==> config.mk <==
export PLATFORM = sky130hd
export DESIGN_NAME = scale_skid_reg
export DESIGN_NICKNAME = d
export VERILOG_FILES = /design/src/rtl/scale_skid_reg.sv
export SDC_FILE = /design/constraint.sdc
export NUM_CORES = 1
export LEC_CHECK = 0
export CORE_ASPECT_RATIO = 1.4
export CORE_MARGIN = 2
export CORE_UTILIZATION = 35
export DETAILED_ROUTE_END_ITERATION = 6
export GPL_TIMING_DRIVEN = 0
export MAX_ROUTING_LAYER = met4
export PLACE_DENSITY = 0.58
export REMOVE_ABC_BUFFERS = 1
export SYNTH_ARGS = -nofsm -noshare
export SYNTH_HDL_FRONTEND = slang
export SYNTH_SLANG_ARGS = --single-unit
==> constraint.sdc <==
create_clock -name clk -period 2.3 [get_ports clk]
set_input_delay 0.575 -clock clk [delete_from_list [all_inputs] [get_ports clk]]
set_output_delay 0.575 -clock clk [all_outputs]
set_load 0.02 [all_outputs]
==> src/rtl/scale_skid_reg.sv <==
// Two-entry skid register (main + skid) with a valid/ready handshake on both sides.
// Optional stall counter on stall_cnt, enabled by defining SKID_STALL_CNT_EN.
module scale_skid_reg #(
   parameter int WIDTH = 5
`ifdef SKID_STALL_CNT_EN
   ,parameter int CNT_W = 16
`endif
) (
   input  logic             clk,
   input  logic             rst_n,
   input  logic             flush,
   input  logic             in_valid,
   output logic             in_ready,
   input  logic [WIDTH-1:0] in_data,
   output logic             out_valid,
   input  logic             out_ready,
   output logic [WIDTH-1:0] out_data
`ifdef SKID_STALL_CNT_EN
   ,output logic [CNT_W-1:0] stall_cnt
`endif
);

   typedef enum logic [1:0] {EMPTY, BUSY, FULL} state_t;

   state_t           state_p0;
   logic [WIDTH-1:0] main_p0;
   logic [WIDTH-1:0] skid_p0;
   logic             vld_p0;
   logic             rdy_p0;
   logic             accept;
   logic             take;

   assign in_ready  = rdy_p0;
   assign out_valid = vld_p0;
   assign out_data  = main_p0;
   assign accept    = in_valid & rdy_p0;
   assign take      = vld_p0 & out_ready;

   // Stage p0: handshake FSM; vld_p0/rdy_p0 are registered images of the next state
   always_ff @(posedge clk or negedge rst_n) begin
      if (!rst_n) begin
         state_p0 <= EMPTY;
         main_p0  <= '0;
         skid_p0  <= '0;
         vld_p0   <= 1'b0;
         rdy_p0   <= 1'b1;
      end else if (flush) begin
         state_p0 <= EMPTY;
         vld_p0   <= 1'b0;
         rdy_p0   <= 1'b1;
      end else begin
         case (state_p0)
            EMPTY: begin
               if (accept) begin
                  main_p0  <= in_data;
                  state_p0 <= BUSY;
                  vld_p0   <= 1'b1;
                  rdy_p0   <= 1'b1;
               end
            end
            BUSY: begin
               if (accept && take) begin
                  main_p0  <= in_data;
               end else if (accept) begin
                  skid_p0  <= in_data;
                  state_p0 <= FULL;
                  rdy_p0   <= 1'b0;
               end else if (take) begin
                  state_p0 <= EMPTY;
                  vld_p0   <= 1'b0;
               end
            end
            FULL: begin
               if (take) begin
                  main_p0  <= skid_p0;
                  state_p0 <= BUSY;
                  rdy_p0   <= 1'b1;
               end
            end
            default: begin
               state_p0 <= EMPTY;
               vld_p0   <= 1'b0;
               rdy_p0   <= 1'b1;
            end
         endcase
      end
   end

`ifdef SKID_STALL_CNT_EN
   function automatic logic [CNT_W-1:0] sat_inc(input logic [CNT_W-1:0] v);
      return (&v) ? v : v + CNT_W'(1);
   endfunction

   // Stage p0: stall counter, counts cycles the head word is offered but refused
   always_ff @(posedge clk or negedge rst_n) begin
      if (!rst_n) begin
         stall_cnt <= '0;
      end else if (flush) begin
         stall_cnt <= '0;
      end else if (vld_p0 && !out_ready) begin
         stall_cnt <= sat_inc(stall_cnt);
      end
   end
`endif

endmodule

; ---- Word level (Yosys, flattened, before mapping)
; Cells that the tools add are included.
[op_classes]
n_eq_ne = 13
mux = 22
n_reduce_logical = 8
n_bitwise = 4
[op_table]
columns = operator, count
row1 = "!= test 3 bit, second input constant", 6
row2 = two-way mux 5 bit, 3
row3 = one-hot mux 5 bit (3 select lines), 1
row4 = two-way mux 2 bit, 6
row5 = AND reduction 4 bit, 3
row6 = AND reduction 5 bit, 2
row7 = two-way mux 1 bit, 9
row8 = "!= test 2 bit, second input constant", 4
row9 = one-hot mux 1 bit (3 select lines), 2
row10 = one-hot mux 2 bit (3 select lines), 1
row11 = "!= test 4 bit, second input constant", 1
row12 = nonzero test 3 bit, 1
row13 = bitwise AND 1 bit, 2
row14 = "equality test 2 x 1 -> 1 bit, second input constant", 1
row15 = "equality test 2 bit, second input constant", 1
row16 = zero test 2 bit, 1
row17 = NOT 1 bit, 2
row18 = logical AND 1 bit, 1
[word_totals]
ff_bits = 14
elab_cells = 52
output_inout_bits = 7
in_bits = 10

; ---- Depth between registers and ports, before layout
[depth]
word_depth = 6
mapped_depth = 4
mapped_depth_nobuf = 4

; ---- Least setup slack after synthesis
; No wires, ideal clock.
[synth_path]
path_kind = register -> register
from = register rdy_p0, in the netlist in_ready
to = register main_p0[0], in the netlist out_data[0]
path_stages_with_launch = 5
n_path_buf = 0
path_slack_ns = 0.554
setup_ns = 0.125
arrival_ns = 1.621
required_ns = 2.175
synth_period_minus_slack_ns = 1.746
path_cell_list = dfstp_2 -> nand2_2 -> or4_4 -> o21ai_4 -> mux2_4
[synth_via]
elab_chain_cells = 4
word_cells_on_any_way = 5
classes_between = eq/ne: 2 / bitwise: 1 / reduce/logical: 2
[synth_lines]
columns = item, line
row1 = start: declaration, 29  ; logic rdy_p0;
row2 = start signal: assignment, 46  ; rdy_p0 <= 1'b1;
row3 = start signal: assignment, 50  ; rdy_p0 <= 1'b1;
row4 = start signal: assignment, 58  ; rdy_p0 <= 1'b1;
row5 = bitwise AND 1 bit (*), 36  ; assign accept = in_valid & rdy_p0;
row6 = logical AND 1 bit, 62  ; if (accept && take) begin
row7 = != test 2 bit (no line), -
row8 = AND reduction 5 bit (no line) (*), -
row9 = end signal: assignment, 55  ; main_p0 <= in_data;
row10 = end signal: assignment, 63  ; main_p0 <= in_data;
row11 = end signal: assignment, 75  ; main_p0 <= skid_p0;
row12 = end: declaration, 26  ; logic [WIDTH-1:0] main_p0;
; Mark *: on every way between the ends. The rest lies on a longest branch, timed or not.
; A chain may end at the register's enable or synchronous reset.

; ---- Final worst setup path
[layout_path]
from = register rdy_p0, in the netlist in_ready
to = output port in_ready
[layout_lines]
columns = item, line
row1 = end: declaration, 13  ; output logic in_ready,
; No word-level cell between the ends.

==> results.md <==
| Quantity | Value | Unit |
|:---|:---|:---|
| Switching power of the nets | 0.315 | mW |
| Sequential area share after synthesis | 0.498 | - |
| XOR/XNOR share of the synthesized area | 0.0124 | - |
| Number of placed instances, taps included | 91 | - |
| Setup fix buffers added after clock tree synthesis | 0 | - |
| Part of the total power dissipated in combinational logic | 0.406 | - |
| Drt initial violations | 3 | - |
| Internal | 0.692 | mW |
| Core Area | 1930 | µm² |
| Congestion Overflow GR | 0 | - |
| Final Core Density | 0.480 | - |
| Multiplexer share of the synthesized area | 0.266 | - |
| Transition time at the pin with the least slew margin | 617 | ps |
| Post-Synthesis Cells | 55 | - |
| Cell depth of the worst setup path | 1 | - |
| TritonCTS clock tree | built | - |
| PwrDens | 1090 | nW/µm² |
| Antenna viol nets, final | 0 | - |
| Number of max-cap violations | 0 | - |
| Final instance area | 925 | µm² |
| Simple-gate area share of the yosys netlist | 0.103 | - |
| Hold depth | 1 | - |
| Routed wire length on met3 | 72 | µm |
| Yosys reg bits | 14 | - |
| Count of nets after finishing | 85 | - |
| Max stage delay on crit path | 610 | ps |
| Leakage | 0.391 | nW |
| Hold-fix buffers at CTS | 0 | - |
| Worst clock skew | 3.25 | ps |
| Number of failing setup endpoints in the final timing report | 0 | - |
| Routability Congestion | 0.747 | - |
| Top metal layer carrying routed signals | met4 | - |
| Clock latency at the later pin of the worst-skew pair | 280 | ps |
| Switching power as a share of total power | 0.313 | - |
| Global-route wire length before repair | 2.54 | mm |
| Reg clk slew, reported paths | 80 | ps |
| Number of warnings issued by yosys | 0 | - |
| Vias per cell | 5.29 | - |
| Met2 Routed Length | 629 | µm |
| Std-Cell Rows | 19 | - |
| Proportion of layout cells with a drive suffix above 1 | 0.311 | - |
| Setup repair after global routing missed its margin | no | - |
| Die X-Extent | 42.0 | µm |
| Path depth of the worst reg2reg path | 4 | - |
| Slew headroom | 0.587 | - |
| Total number of vias | 503 | - |
| Worst path bufs/invs | 1 | - |
| Final antenna diode count | 0 | - |
| Combinational family with the most area after synthesis | multiplexers | - |
| HPWL after detailed placement | 946 | µm |
| Clock power share | 0.177 | - |
| Crit start category | flop | - |
| Kind of capture point of the worst setup path | output port | - |
| Final critical-path setup slack | 238 | ps |
| Root buffer cell | clkbuf_4 | - |
| Crit-path leading delay family | buffers and inverters | - |
| Worst slack on hold paths | 511 | ps |
| Fraction of the mapped netlist area in compound gates | 0.110 | - |
| Post-detailed-route DRC marker count | 0 | - |
| Die area | 2400 | µm² |
| Number of H-tree levels | 1 | - |
| Dpl ws | -18.2 | ps |
| Routed WL | 1.32 | mm |
| Number of different library cells in the post-synthesis netlist | 20 | - |
| Most common cell after layout, fill and taps aside | clkdlybuf4s50_1 | - |
| Critical path peak fanout | 6 | - |
| Maximum clock frequency | 485 | MHz |
| Portion of the clock cycle consumed by the worst path in the final layout | 0.897 | - |
| CP cell instances | clkdlybuf4s50_1 | - |
| Hold Violations, Final | 0 | - |
| Number of I/O port buffers | 16 | - |
| Number of global-route vias before repair | 570 | - |
| Avg Inst Size Synth | 12.8 | µm² |
| Slowest stage cell on the critical path | clkdlybuf4s50_1 | - |
| Die height | 57.1 | µm |
| Clock buffer count from CTS | 3 | - |
| Number of instances resized during post-cts repair | 0 | - |
| Number of antenna violations at the first check in global routing | 0 | - |
| Mean routed wirelength per cell | 13.9 | µm |
| Global routing usage summed across all routing layers | 0.142 | - |
| Top-level port count | 17 | - |
| Status | completed | - |
| Clock sink count | 14 | - |
| Number of buffers on the longest clock path | 2 | - |
| Worst path arrival time | 1490 | ps |
| Adder-cell area share of the yosys netlist | 0 | - |
| Met1 WL | 596 | µm |
| Maximum number of pins on one net before global-route repair | 15 | - |
| Final Max Tran Viols | 0 | - |
| Placement Cell Area | 888 | µm² |
| Min Clock Period, post-route | 2060 | ps |
| Number of non-filler instances in the completed layout | 95 | - |
| Hold/Removal Path Class | flop to flop | - |
| Portion of total power attributed to sequential cells | 0.417 | - |
| Initial cell density of the core | 0.366 | - |
| Netlist Area Pre-Place | 706 | µm² |
| Layout overhead on the synthesized area | 31.0 | % |
| Most frequent cells in the layout | clkdlybuf4s50_1, dfrtp_1, mux2_2 | - |
| Max VDD drop | 0.714 | mV |
| Pre-antenna DRT Iters | 4 | - |
| Category of the critical setup timing path | flop to output port | - |
| Endpoint required time on the critical path | 1730 | ps |
-- path summary, 6_finish.rpt --
kind	start	end	slack, ps
setup / recovery	in_ready$_DFFE_PN1P_	in_ready	240
hold / removal	skid_p0[1]$_DFFE_PN0P_	skid_p0[1]$_DFFE_PN0P_	510
setup reg to reg	in_ready$_DFFE_PN1P_	out_data[1]$_DFFE_PN0P_	530
hold reg to reg	skid_p0[1]$_DFFE_PN0P_	skid_p0[1]$_DFFE_PN0P_	510
max in group asynchronous	rst_n	state_p0[1]$_DFFE_PN0P_	1230
min in group asynchronous	rst_n	out_data[3]$_DFFE_PN0P_	670
-- flip-flops by register name (all words and copies together), names as in the netlist --
signal,flops
out_data,5
skid_p0,5
state_p0,2
in_ready,1
out_valid,1
-- cells in the mapped netlist --
cell type	instances	area, µm²
dfrtp_1	13	325
mux2_2	10	113
a21oi_1	5	25.0
mux2_4	5	75.1
nor2_1	4	15.0
nor2b_1	3	18.8
o21bai_1	2	15.0
a21boi_1	1	7.51
a31oi_1	1	6.26
clkbuf_1	1	3.75
dfstp_2	1	26.3
inv_1	1	3.75
nand2_2	1	6.26
nand2b_1	1	6.26
nand4_1	1	6.26
nand4b_1	1	8.76
o21a_1	1	7.51
o21ai_4	1	16.3
or4_4	1	11.3
xor2_1	1	8.76
-- through the flow --
step	setup TNS, ps	total power [mW]
finish	0	1.01
global route	0	1.08
CTS	0	1.02
detailed placement	-81.6	0.836
global placement	-121	0.827
floorplan	0	0.669
-- layout make-up --
| class | instances | area, µm² |
|---|---|---|
| Fill cell | 176 | 1000 |
| Sequential cell | 14 | 352 |
| Multi-Input combinational cell | 39 | 347 |
| Timing Repair Buffer | 16 | 160 |
| Clock buffer | 4 | 36.3 |
| Tap cell | 21 | 26.3 |
| Inverter | 1 | 3.75 |
-- power groups by stage --
stage	logic [mW]	registers [mW]	clock network, mW
floorplan	0.192	0.477	0
global placement	0.408	0.419	0
detailed placement	0.412	0.424	0
CTS	0.415	0.421	0.183
global route	0.445	0.437	0.197
finish	0.409	0.420	0.178
-- cell families after synthesis --
group                     count (synthesis)
xor gates and xnor gates                  1
and+or+nand+nor                          12
buffers and inverters                     2
AOI/OAI and AO/OA                        11
muxes                                    15
DFF                                      14
-- metal layers --
layer  GRT usage  up-vias
met1       0.174      247
li1            -      235
met2       0.214       17
met4      0.0829        0
met5           -        -
met3      0.0285        4
Power figures use the tool's default switching activity.
